## config.mk

```make
export PLATFORM = sky130hd
export DESIGN_NAME = pipe_hazard_ctrl
export DESIGN_NICKNAME = d
export VERILOG_FILES = /design/src/rtl/pipe_hazard_ctrl.sv
export SDC_FILE = /design/constraint.sdc
export NUM_CORES = 1
export LEC_CHECK = 0
export CORE_ASPECT_RATIO = 1.2
export CORE_MARGIN = 3
export CORE_UTILIZATION = 47
export CTS_CLUSTER_DIAMETER = 40
export DETAILED_ROUTE_END_ITERATION = 8
export PLACE_DENSITY_LB_ADDON = 0.3
export SETUP_SLACK_MARGIN = 0.2
export SYNTH_ARGS = -nofsm -noshare
export SYNTH_HDL_FRONTEND = slang
export SYNTH_SLANG_ARGS = --single-unit
```

## constraint.sdc

```tcl
create_clock -name clk -period 3.5 [get_ports clk]
set_input_delay 0.7 -clock clk [delete_from_list [all_inputs] [get_ports clk]]
set_output_delay 0.7 -clock clk [all_outputs]
set_load 0.01 [all_outputs]
```

## src/rtl/pipe_hazard_ctrl.sv

```systemverilog
// Pipeline sequencing controller: load-use interlock, taken-branch squash and
// data-memory req/ack hold for the 5-stage LEGv8 core.
module pipe_hazard_ctrl #(
  parameter int REG_W   = 5,
  parameter int TIMEOUT = 15,
  parameter int CNT_W   = 16
) (
  input  logic             clk,
  input  logic             rst_n,
  input  logic [REG_W-1:0] id_rn,
  input  logic [REG_W-1:0] id_rm,
  input  logic             id_use_rm,
  input  logic [REG_W-1:0] ex_rd,
  input  logic             ex_memread,
  input  logic             mem_memread,
  input  logic             mem_memwrite,
  input  logic             mem_branch_taken,
  input  logic             dmem_ack,
  output logic             pc_en,
  output logic             ifid_en,
  output logic             idex_en,
  output logic             exmem_en,
  output logic             ifid_flush,
  output logic             idex_bubble,
  output logic             exmem_flush,
  output logic             memwb_bubble,
  output logic             dmem_req,
  output logic             mem_timeout,
  output logic [CNT_W-1:0] stall_cycles
);

  localparam int WAIT_W = (TIMEOUT > 1) ? $clog2(TIMEOUT) : 1;
  localparam logic [WAIT_W-1:0] WAIT_LAST = WAIT_W'(TIMEOUT - 1);
  localparam logic [REG_W-1:0]  XZR       = REG_W'(31);

  typedef enum logic [1:0] {RUN, MEM_WAIT, ERR} state_t;

  state_t              state_reg, state_next;
  logic [WAIT_W-1:0]   wait_cnt_reg, wait_cnt_next;
  logic [CNT_W-1:0]    stall_cycles_reg;

  logic mem_acc;
  logic load_use;
  logic mem_stall;
  logic advance;

  assign mem_acc  = mem_memread | mem_memwrite;
  assign load_use = ex_memread && (ex_rd != XZR) &&
                    ((ex_rd == id_rn) || (id_use_rm && (ex_rd == id_rm)));

  always_comb begin
    state_next    = state_reg;
    wait_cnt_next = wait_cnt_reg;
    mem_stall     = 1'b0;
    advance       = 1'b0;
    dmem_req      = 1'b0;
    pc_en         = 1'b1;
    ifid_en       = 1'b1;
    idex_en       = 1'b1;
    exmem_en      = 1'b1;
    ifid_flush    = 1'b0;
    idex_bubble   = 1'b0;
    exmem_flush   = 1'b0;
    memwb_bubble  = 1'b0;

    case (state_reg)
      RUN: begin
        dmem_req = mem_acc;
        if (mem_acc && !dmem_ack) begin
          mem_stall     = 1'b1;
          state_next    = MEM_WAIT;
          wait_cnt_next = '0;
        end else begin
          advance = 1'b1;
        end
      end
      MEM_WAIT: begin
        // Request stays up until ack so the memory sees a stable handshake.
        dmem_req = 1'b1;
        if (dmem_ack) begin
          advance    = 1'b1;
          state_next = RUN;
        end else begin
          mem_stall = 1'b1;
          if (wait_cnt_reg == WAIT_LAST) begin
            state_next = ERR;
          end else begin
            wait_cnt_next = wait_cnt_reg + 1'b1;
          end
        end
      end
      ERR: begin
        pc_en    = 1'b0;
        ifid_en  = 1'b0;
        idex_en  = 1'b0;
        exmem_en = 1'b0;
      end
      default: state_next = RUN;
    endcase

    if (mem_stall) begin
      pc_en        = 1'b0;
      ifid_en      = 1'b0;
      idex_en      = 1'b0;
      exmem_en     = 1'b0;
      memwb_bubble = 1'b1;
    end

    // A taken branch squashes the dependent instruction, so it beats load-use.
    if (advance) begin
      if (mem_branch_taken) begin
        ifid_flush  = 1'b1;
        idex_bubble = 1'b1;
        exmem_flush = 1'b1;
      end else if (load_use) begin
        pc_en       = 1'b0;
        ifid_en     = 1'b0;
        idex_bubble = 1'b1;
      end
    end
  end

  always_ff @(posedge clk or negedge rst_n) begin
    if (!rst_n) begin
      state_reg        <= RUN;
      wait_cnt_reg     <= '0;
      stall_cycles_reg <= '0;
    end else begin
      state_reg    <= state_next;
      wait_cnt_reg <= wait_cnt_next;
      if (!pc_en && (state_reg != ERR) && (stall_cycles_reg != {CNT_W{1'b1}})) begin
        stall_cycles_reg <= stall_cycles_reg + 1'b1;
      end
    end
  end

  assign mem_timeout  = (state_reg == ERR);
  assign stall_cycles = stall_cycles_reg;

endmodule

```

; Yosys cells after proc, flatten, opt, wreduce, memory -nomap -nowiden
; Cells that the tools add are included.
[totals]
regBits = 22
in_bits = 23
output_inout_bits = 26
wordCells = 58
[classes]
add_sub_neg = 2
n_eq_ne = 12
n_mux = 26
n_bitwise = 2
reduce_logical = 13
[ops]
columns = cell, count
row1 = "adder 16 x 1 -> 16 bit, second input constant", 1
row2 = "!= test 16 bit, second input constant", 1
row3 = two-way mux 1 bit, 15
row4 = two-way mux 4 bit, 3
row5 = == test 5 bit, 2
row6 = "!= test 2 bit, second input constant", 4
row7 = one-hot mux 4 bit (2 select lines), 1
row8 = logical AND 1 bit, 6
row9 = two-way mux 2 bit, 3
row10 = one-hot mux 1 bit (2 select lines), 3
row11 = one-hot mux 2 bit (3 select lines), 1
row12 = "!= test 5 bit, second input constant", 1
row13 = "adder 4 x 1 -> 4 bit, second input constant", 1
row14 = "== test 4 bit, second input constant", 1
row15 = AND reduction 4 bit, 1
row16 = "!= test 3 bit, second input constant", 1
row17 = AND reduction 3 bit, 1
row18 = "== test 2 x 1 -> 1 bit, second input constant", 1
row19 = "== test 2 bit, second input constant", 1
row20 = zero test 1 bit, 2
row21 = zero test 2 bit, 1
row22 = nonzero test 2 bit, 1
row23 = logical OR 1 bit, 1
row24 = NOT 1 bit, 1
row25 = OR 1 bit, 1

; Longest topological paths before layout
[logic_depth]
ltp_word = 11
depth_mapped = 8
ltp_nobuf = 7

; Least setup slack after synthesis
; No wires, ideal clock.
[synth_path]
path_kind = input -> output
start = input port mem_memwrite
end = output port pc_en
arrival_ps = 2063
required_ps = 2800
setup_slack_ps = 737
cell_stages = 6
path_buffers = 1
path_cell_list = nor3_1 nand2b_1 inv_1 nor2_1 a21boi_0 buf_4
[synth_via]
elab_chain_cells = 8
elab_cells_between_ends = 10
classes_between = mux: 8 / bitwise: 1 / reduce/logical: 1
[synth_lines]
columns = element, line_no
row1 = from (decl), 16  ; input logic mem_memwrite,
row2 = OR 1 bit *, 47  ; assign mem_acc = mem_memread | mem_memwrite;
row3 = logical AND 1 bit *, 69  ; if (mem_acc && !dmem_ack) begin
row4 = two-way mux 1 bit *, 69
row5 = one-hot mux 1 bit (2 select lines) *, 66  ; case (state_reg)
row6 = two-way mux 1 bit *, --
row7 = via exmem_en, 22  ; output logic exmem_en,
row8 = two-way mux 1 bit, 115  ; end else if (load_use) begin
row9 = two-way mux 1 bit, 111  ; if (mem_branch_taken) begin
row10 = two-way mux 1 bit *, 110  ; if (advance) begin
row11 = to (decl), 19  ; output logic pc_en,
; The timed path passes the listed nets; every way through them passes the cells marked *.

; Worst setup path in the final report
[layout_path]
start = input port ex_rd[2]
end = output port idex_bubble
[layout_via]
elab_chain_cells = 7
elab_cells_between_ends = 10
classes_between = eq/ne: 3 / mux: 3 / reduce/logical: 4
[layout_lines]
columns = element, line_no
row1 = from (decl), 13  ; input logic [REG_W-1:0] ex_rd,
row2 = == test 5 bit, 49  ; ((ex_rd == id_rn) || (id_use_rm && (ex_rd == id_rm)));
row3 = logical AND 1 bit, 49
row4 = logical OR 1 bit, 49
row5 = logical AND 1 bit *, 48  ; assign load_use = ex_memread && (ex_rd != XZR) &&
row6 = two-way mux 1 bit *, 115
row7 = two-way mux 1 bit *, 111
row8 = two-way mux 1 bit *, 110
row9 = to (decl), 24  ; output logic idex_bubble,
; Every way passes the cells marked *; elsewhere a longest branch is shown, timed or not.

==> results.py <==
metrics = {
    "timing": {
        "setup_viol": 0,
        "finalCriticalPeriod_ns": 3.16,
        "worst_slew_pin_slew_ns": 0.969,
        "fmax_mhz": 316,
        "final_max_slew_viol_count": 0,
        "holdWs_ns": 0.511,
        "hold_viol": 0,
        "finClkSkew_ns": 0.00417,
        "max_slew_margin": 0.352,
        "layout_worst_path_cycle_share": 0.903,
        "setup-tns-final_ns": 0,
        "rsz0062_at_grt": "no",
    },
    "logic_synthesis": {
        "synth_edf_count": 0,
        "ys_warn_count": 0,
        "ys_types": 36,
        "synth-async-reset-ratio": 1.00,
        "yosysTopAreaCell": "dfrtp_1",
        "synth.avg_cell_area_sq_um": 9.57,
        "synth_area_leaders": "dfrtp_1, xor2_1, nor2_1",
        "ys_ff_latch": 22,
        "yosysTopAreaCellShare": 0.414,
        "ys_seq_area_frac": 0.414,
        "syn_area_sq_mm": 0.00133,
        "synth.net_count": 165,
        "ys_dominant_reg_cell": "dfrtp_1",
        "netlist_instances": 139,
    },
    "routing": {
        "drt_iter0_markers": 29,
        "ant_nets": 0,
        "drt-total-wl_mm": 3.04,
        "dr_total_vias": 1167,
        "viasPerCell": 5.33,
        "wire_per_inst_um": 13.9,
        "drc": 0,
        "dr.pass1.iters": 4,
    },
    "worst_setup_path": {
        "start_kind": "input port",
        "path_max_fanout": 3,
        "end_kind": "output port",
        "critical_path_class": "input port to output port",
        "worst_ep_required_time_ns": 2.80,
        "arrival_ns": 2.46,
    },
    "die": {
        "dieArea_sq_mm": 0.00351,
        "placementRows": 20,
        "die_x_um": 54.6,
        "fp.dieH_um": 64.3,
        "start_util": 0.506,
        "core_area_sq_mm": 0.00263,
        "ios": 49,
    },
    "placement": {
        "detailed_place.area_sq_mm": 0.00181,
        "dp_hpwl_mm": 2.38,
        "gp_congestion": 0.814,
        "port_buffers": 48,
    },
    "clock_network": {
        "clock-sinks": 22,
        "cts_buffer_depth": 2,
        "cts_buffers": 3,
        "clk_pin_slew_ns": 0.11,
        "clockRootBuffer": "clkbuf_4",
        "h-tree-depth": 1,
        "clock_latency_ns": 0.30,
        "tritoncts": "done",
        "cts_hold_buf": 0,
    },
    "final_layout": {
        "final_common_cell": "clkdlybuf4s50_1",
        "area_delta_synth_final_pct": 38.7,
        "fillers": 216,
        "final_nets": 214,
        "final_cell_mix": "clkdlybuf4s50_1, xor2_1, dfrtp_1, nor2_1, nand3_1",
        "largest_reg_flops": 16,
        "layout-drive-gt1-share": 0.0806,
        "final_cell_area_sq_mm": 0.00184,
        "num_antenna_cells": 0,
    },
    "global_routing": {
        "antenna_found_initial": 0,
        "gr-total-overflow": 0,
        "grt_max_degree": 23,
        "grt_first_pass_wirelength_mm": 4.97,
        "grt_pass1_vias": 1206,
        "grt_util_all_layers": 0.190,
    },
    "flow_run": {
        "drv_cap": 0,
    },
    "min_path": {
        "hp-class": "flip-flop to flip-flop",
    },
    "power": {
        "cellLeakagePower_uw": 0.000798,
        "peakVddDrop_mv": 0.371,
        "power_density_mw_per_mm2": 464,
    },
    "status": {
        "status": "complete, no violations",
    },
}
## through the flow
step	std cells	worst slack (ns)	utilization	total power (uW)
after floorplan	139	0.737	-	556
after global placement	215	0.0913	0.689	740
after detailed placement	215	0.0273	0.689	750
after CTS	219	0.321	0.699	864
after global routing	219	0.207	0.702	922
final	219	0.339	0.702	856
## final timing paths
path / startpoint / to / slack [ns] / cells past startpoint
worst max-delay path: ex_rd[2] / idex_bubble / 0.34 / 8
worst min-delay path: stall_cycles[15] / stall_cycles[15] / 0.51 / 1
worst max register to register: stall_cycles[0] / stall_cycles[1] / 1.21 / 6
worst min register to register: stall_cycles[15] / stall_cycles[15] / 0.51 / 1
max in group asynchronous: rst_n / stall_cycles[9] / 1.99 / 1
min in group asynchronous: rst_n / stall_cycles[3] / 0.92 / 1
## cell usage after synthesis, types with 3 or more instances
library cell / instances
xor2_1: 22
dfrtp_1: 22
xnor2_1: 4
nor2_1: 18
buf_4: 3
a21oi_1: 3
and3_1: 3
nand3_1: 9
nand2_1: 7
nor4_1: 5
inv_1: 6
nor3_1: 7
ha_1: 3
nand4_1: 3
## repair_timing
item / in CTS / in global routing
hold endpoints to repair: 0 / 0
setup endpoints to repair: 3 / 5
gates resized for setup: 3 / 2
pin swaps: 1 / 0
setup buffers: 1 / 0
## logic make-up (layout without fill, tap and decap cells)
logic type,after synthesis,count (layout),share of synthesized area
mux,2,2,0.0169
fa+ha+maj,3,3,0.0282
buf+inv,12,59,0.0536
flops,22,22,0.414
simple gates,62,62,0.256
compound gates,12,12,0.0602
xor+xnor,26,26,0.171
## critical path, stage by stage
cell             delay, ns
clkdlybuf4s50_1       0.49
xor2_1                0.20
nor4_1                0.28
a32oi_1               0.18
nor2_2                0.15
nor2_1                0.06
nor3_1                0.11
dlygate4sd2_1         0.28
## area by class of cell
| type | count | area, sq um | area share |
|---|---|---|---|
| clock buffers | 3 | 22.5 | 0.0122 |
| inverters | 6 | 22.5 | 0.0122 |
| multi-input cells | 105 | 716 | 0.388 |
| flip-flops and latches | 22 | 551 | 0.299 |
| well taps | 33 | 41.3 | 0.0224 |
| repair buffers | 50 | 492 | 0.267 |
## per-layer routing
layer,routed length [um],up-vias,track usage
met4,48,0,0.0748
met2,1470,50,0.322
met5,0,-,0
li1,-,569,-
met3,289,5,0.0490
met1,1230,543,0.219
## where the power goes
part           switching (uW)  internal, uW
combinational             142           193
sequential               91.8           317
clock                    72.1          40.2
total                     306           551
Power figures use the tool's default switching activity.
